**config.mk**
```make
export PLATFORM = sky130hd
export DESIGN_NAME = reg_file_sb
export DESIGN_NICKNAME = d
export VERILOG_FILES = /design/src/rtl/reg_file_sb.sv
export SDC_FILE = /design/constraint.sdc
export NUM_CORES = 2
export LEC_CHECK = 0
export ABC_AREA = 1
export BUFFER_PORTS_ARGS = -buffer_cell sky130_fd_sc_hd__buf_2
export CORE_MARGIN = 5
export CORE_UTILIZATION = 40
export CTS_CLUSTER_DIAMETER = 60
export CTS_CLUSTER_SIZE = 16
export DETAILED_ROUTE_END_ITERATION = 12
export PLACE_DENSITY = 0.63
export SYNTH_ARGS = -nofsm -noshare
export SYNTH_HDL_FRONTEND = slang
export SYNTH_SLANG_ARGS = --single-unit
```
**constraint.sdc**
```tcl
create_clock -name clk -period 5.4 [get_ports clk]
set_clock_uncertainty 0.05 [all_clocks]
set_input_delay 0 -clock clk [delete_from_list [all_inputs] [get_ports clk]]
set_output_delay 0 -clock clk [all_outputs]
set_load 0.01 [all_outputs]
```
**src/rtl/reg_file_sb.sv**
```systemverilog
`timescale 1ns/1ps
`default_nettype none
// ============================================================================
// Module   : reg_file_sb
// Brief    : Multi-port register file with an integrated pending-write
//            scoreboard. Reads are combinational with optional same-cycle
//            write forwarding; busy_cnt tracks the number of pending registers.
// Revision : 1.0 - initial release
// ============================================================================
module reg_file_sb #(
  parameter int XLEN    = 32,
  parameter int NREGS   = 32,
  parameter int NRD     = 2,
  parameter int ZERO_R0 = 1,
  parameter int BYPASS  = 1
) (
  input  logic                          clk,
  input  logic                          rst,
  input  logic                          wr_en,
  input  logic [$clog2(NREGS)-1:0]      wr_addr,
  input  logic [XLEN-1:0]               wr_data,
  input  logic [NRD*$clog2(NREGS)-1:0]  rd_addr,
  output logic [NRD*XLEN-1:0]           rd_data,
  output logic [NRD-1:0]                rd_busy,
  input  logic                          iss_en,
  input  logic [$clog2(NREGS)-1:0]      iss_addr,
  input  logic                          flush,
  output logic [$clog2(NREGS):0]        busy_cnt
);

  localparam int AW = $clog2(NREGS);

  logic [XLEN-1:0]  regs [NREGS];
  logic [NREGS-1:0] pend;
  logic [NREGS-1:0] pend_nxt;
  logic [AW:0]      cnt;
  logic             wr_ok;
  logic             iss_ok;
  logic             cnt_inc;
  logic             cnt_dec;

  // Register 0 swallows writes and issues when it is hardwired to zero.
  assign wr_ok  = wr_en  && !((ZERO_R0 != 0) && (wr_addr  == '0));
  assign iss_ok = iss_en && !((ZERO_R0 != 0) && (iss_addr == '0));

  // The count moves only when a pending bit actually flips; an issue and a
  // write to the same register leave it set, so the write must not decrement.
  assign cnt_inc = iss_ok && !pend[iss_addr];
  assign cnt_dec = wr_ok && pend[wr_addr] && !(iss_ok && (iss_addr == wr_addr));

  // Next pending vector: write clears, issue sets (issue wins), flush clears all.
  always_comb begin
    pend_nxt = pend;
    if (wr_ok)  pend_nxt[wr_addr]  = 1'b0;
    if (iss_ok) pend_nxt[iss_addr] = 1'b1;
    if (flush)  pend_nxt = '0;
  end

  // Storage array: asynchronous clear, single write port.
  always_ff @(posedge clk or negedge rst) begin
    if (!rst) begin
      for (int j = 0; j < NREGS; j++) regs[j] <= '0;
    end else if (wr_ok) begin
      regs[wr_addr] <= wr_data;
    end
  end

  // Scoreboard bits and running population count.
  always_ff @(posedge clk or negedge rst) begin
    if (!rst) begin
      pend <= '0;
      cnt  <= '0;
    end else begin
      pend <= pend_nxt;
      if (flush) cnt <= '0;
      else       cnt <= cnt + (AW+1)'(cnt_inc) - (AW+1)'(cnt_dec);
    end
  end

  assign busy_cnt = cnt;

  // Independent read ports; a forwarded write makes the port see the new
  // data and a non-busy source in the same cycle.
  for (genvar i = 0; i < NRD; i++) begin : g_rd
    logic [AW-1:0] a;
    logic          is_zero;
    logic          fwd;
    assign a       = rd_addr[i*AW +: AW];
    assign is_zero = (ZERO_R0 != 0) && (a == '0);
    assign fwd     = (BYPASS != 0) && wr_ok && (wr_addr == a);
    assign rd_data[i*XLEN +: XLEN] = is_zero ? '0 : (fwd ? wr_data : regs[a]);
    assign rd_busy[i]              = !is_zero && !fwd && pend[a];
  end

endmodule
`default_nettype wire
```
==> impl_metrics.csv <==
group,metric,value,unit
layout,fillCellCount,15100,
detailed_routing,dr_total_vias,59600,
floorplanning,die_x,398,µm
sta,fin_tns_setup,0,ns
pwr,p_int,0.0152,W
floorplanning,coreArea,0.150,mm²
yosys,synth_area_per_cell,7.37,µm²
critical_path,crit_path_start,"wr_addr[0]",
sta,final_max_slew_viol_count,130,
clock_tree,cts_buffers,97,
detailed_routing,drc,0,
critical_path,start_kind,"input pin",
detailed_routing,drt_iter0_drc,8602,
clock_tree,cts_tree,"built",
grt,grt_start_max_net_pins,257,
detailed_routing,ant_nets,0,
place,io_buffers,128,
critical_path,crit_type,"in2out",
sta,finalCritPeriodShare,0.714,
layout,fin_area,0.0649,mm²
detailed_routing,routed_wl,243000,µm
layout,fin_util,0.433,
clock_tree,path_clk_slew,0.08,ns
place,placed_cell_area,0.0610,mm²
layout,syn_to_final_growth,7.85,%
layout,fin_cells,9842,
clock_tree,post_cts_buffers,0,
grt,gr-usage-all-layers,0.299,
pwr,p_leak,28.7,nW
sta,worst_pin_slew,1.88,ns
floorplanning,rows,142,
place,gp_congestion,0.895,
grt,antenna_found_initial,12,
run_status,status,"finished, violations left",
detailed_routing,drt-vias-per-instance,6.05,
pwr,switching_share,0.336,
sta,rsz0062_at_grt,"false",
yosys,ys_seq_area_frac,0.442,
pwr,p_seq_frac,0.454,
clock_tree,clk_path_buf_depth,3,
clock_tree,root_buffer,"clkbuf_16",
place,hpwl,130000,µm
critical_path,worst-endpoint-arrival,3.81,ns
sta,fmax,259,MHz
yosys,synth-seq-cells,1062,
yosys,yosysWarnings,0,
place,placedCellCount,9615,
grt,grt_pass1_wl,359000,µm
clock_tree,htree_levels,3,
sta,setup_viol,0,
floorplanning,initial_core_util,0.402,
layout,drive_above_1_share,0.0593,
sta,min_period,3.86,ns
pwr,pwr_density_cell,353,mW/mm²
floorplanning,chipHeight,398,µm
min_path,hp-class,"in2async",
sta,hold_violations,0,
sta,holdWs,0.0471,ns
pwr,switchingPower,0.00770,W
run_status,violations,"capacitance limit, slew limit",
sta,slew_headroom,-0.254,
floorplanning,die-area,0.158,mm²
pwr,vdd_drop_max,0.000252,V
yosys,synthArstFlopShare,1.00,
detailed_routing,wl_per_cell,24.7,µm
clock_tree,cts.sinks,1062,
detailed_routing,drt_first_pass_iters,7,
run,max-cap-violations,1,
critical_path,end_kind,"primary output",
yosys,synth-edff-count,0,
critical_path,path_max_fanout,16,
layout,final_cell_mix,"nand2_1 (2,017), o21ai_0 (1,116), nand3_1 (1,096)",
yosys,synthesis.nets,8231,
yosys,synth_cell_types,38,
layout,final_nets,7816,
critical_path,rr_startpoint,"pend[15]",
grt,grt-ovfl-total,0,
pwr,pwr-share-comb,0.221,
clock_tree,insertion_delay,0.73,ns
floorplanning,io_pins,129,
grt,grt_pass1_vias,55100,
critical_path,rr_worst_depth,16,
layout,final_common_cell,"nand2_1",
yosys,synth-main-ff-cell,"dfrtp_1",
critical_path,cp.required,5.35,ns
yosys,synthesis.area,0.0602,mm²
pwr,power.share.clock,0.325,
yosys,synthCells,8167,
synth_stat cells (2+ instances only):
master	instances	area share
nand2_1	2026	0.13
o21ai_0	1116	0.093
nand3_1	1102	0.092
dfrtp_1	1062	0.44
o211ai_1	655	0.082
inv_1	632	0.039
a21oi_1	434	0.036
clkbuf_1	395	0.025
buf_2	285	0.024
nor2_1	149	0.0093
o21ai_1	81	0.0067
buf_1	64	0.0040
buf_4	39	0.0049
a22oi_1	30	0.0037
nor2_4	18	0.0034
inv_2	15	0.00094
buf_6	8	0.0015
nor3_1	7	0.00058
nor3_2	7	0.0012
ha_1	6	0.0012
xnor2_1	6	0.00087
xor2_1	5	0.00073
clkinv_1	4	0.00025
or2_2	3	0.00031
clkbuf_2	2	0.00017
nand2_2	2	0.00021
nor2_2	2	0.00021
o22ai_1	2	0.00021
worst max-delay path, stage by stage:
cell and delay [ns]:
dlygate4sd3_1 0.54, buf_2 0.19, nor2_4 0.47, inv_4 0.17
o21ai_2 0.20, nor2_1 0.08, nand2_1 0.18, inv_2 0.08
nor2_4 0.88, buf_4 0.38, nand3_1 0.13, nand2_1 0.28
buf_2 0.21
repair_timing:
item,4_1_cts,5_1_grt
resized for setup,0,0
hold buffers,54,0
hold endpoints to repair,902,0
metal layers:
metal	routed length, µm	GRT usage	vias to the layer above
met1	97800	0.417	28200
met2	101000	0.436	3955
met5	28	0	-
met3	30800	0.0703	783
met4	13700	0.144	4
li1	-	-	26700
sequential cells by signal, summed over array words and instances, names as in the netlist:
signal    count
busy_cnt      6
pend         32
regs       1024
worst paths after layout:
check	slack [ns]	endpoint
worst min-delay path	0.05	regs[932]
min in group clk	0.17	pend[31]
worst min register to register	0.34	regs[1006]
worst max register to register	2.58	busy_cnt[4]
max in group asynchronous	4.33	regs[719]
worst max-delay path	1.54	rd_data[24]
cells by family (layout without fill, tap and decap cells):
logic type,after synthesis,in the layout,synth area share
compound gates,2321,2321,0.222
xor+xnor,11,11,0.00160
fa+ha+maj,7,7,0.00158
buf+inv,1445,1098,0.0996
flops,1062,1062,0.442
other cells,0,6,0
simple gates,3321,3321,0.234
area by class of cell:
class | count | area (µm²) | share of cell area
antenna | 6 | 15.0 | 0.000231
clock buffer | 112 | 2630 | 0.0405
clock inverter | 55 | 662 | 0.0102
inverter | 652 | 2480 | 0.0382
multi-input combinational | 5660 | 27800 | 0.428
sequential | 1062 | 26600 | 0.409
tap | 2016 | 2520 | 0.0389
timing repair buffer | 279 | 2260 | 0.0348
power groups by stage:
stage / clock (W) / combinational, W / sequential [W]
3_3_place_gp: 0 / 0.00478 / 0.0105
3_5_place_dp: 0 / 0.00492 / 0.0105
4_1_cts: 0.00751 / 0.00498 / 0.0104
2_1_floorplan: 0 / 0.00354 / 0.0103
5_1_grt: 0.00782 / 0.00569 / 0.0106
6_report: 0.00745 / 0.00505 / 0.0104
metrics by stage:
| stage | total power [W] | setup slack [ns] |
|---|---|---|
| 6_report | 0.0229 | 1.54 |
| 2_1_floorplan | 0.0138 | 2.84 |
| 3_5_place_dp | 0.0154 | 1.96 |
| 4_1_cts | 0.0229 | 1.76 |
| 5_1_grt | 0.0241 | 1.60 |
| 3_3_place_gp | 0.0152 | 2.00 |
Power figures use the tool's default switching activity.
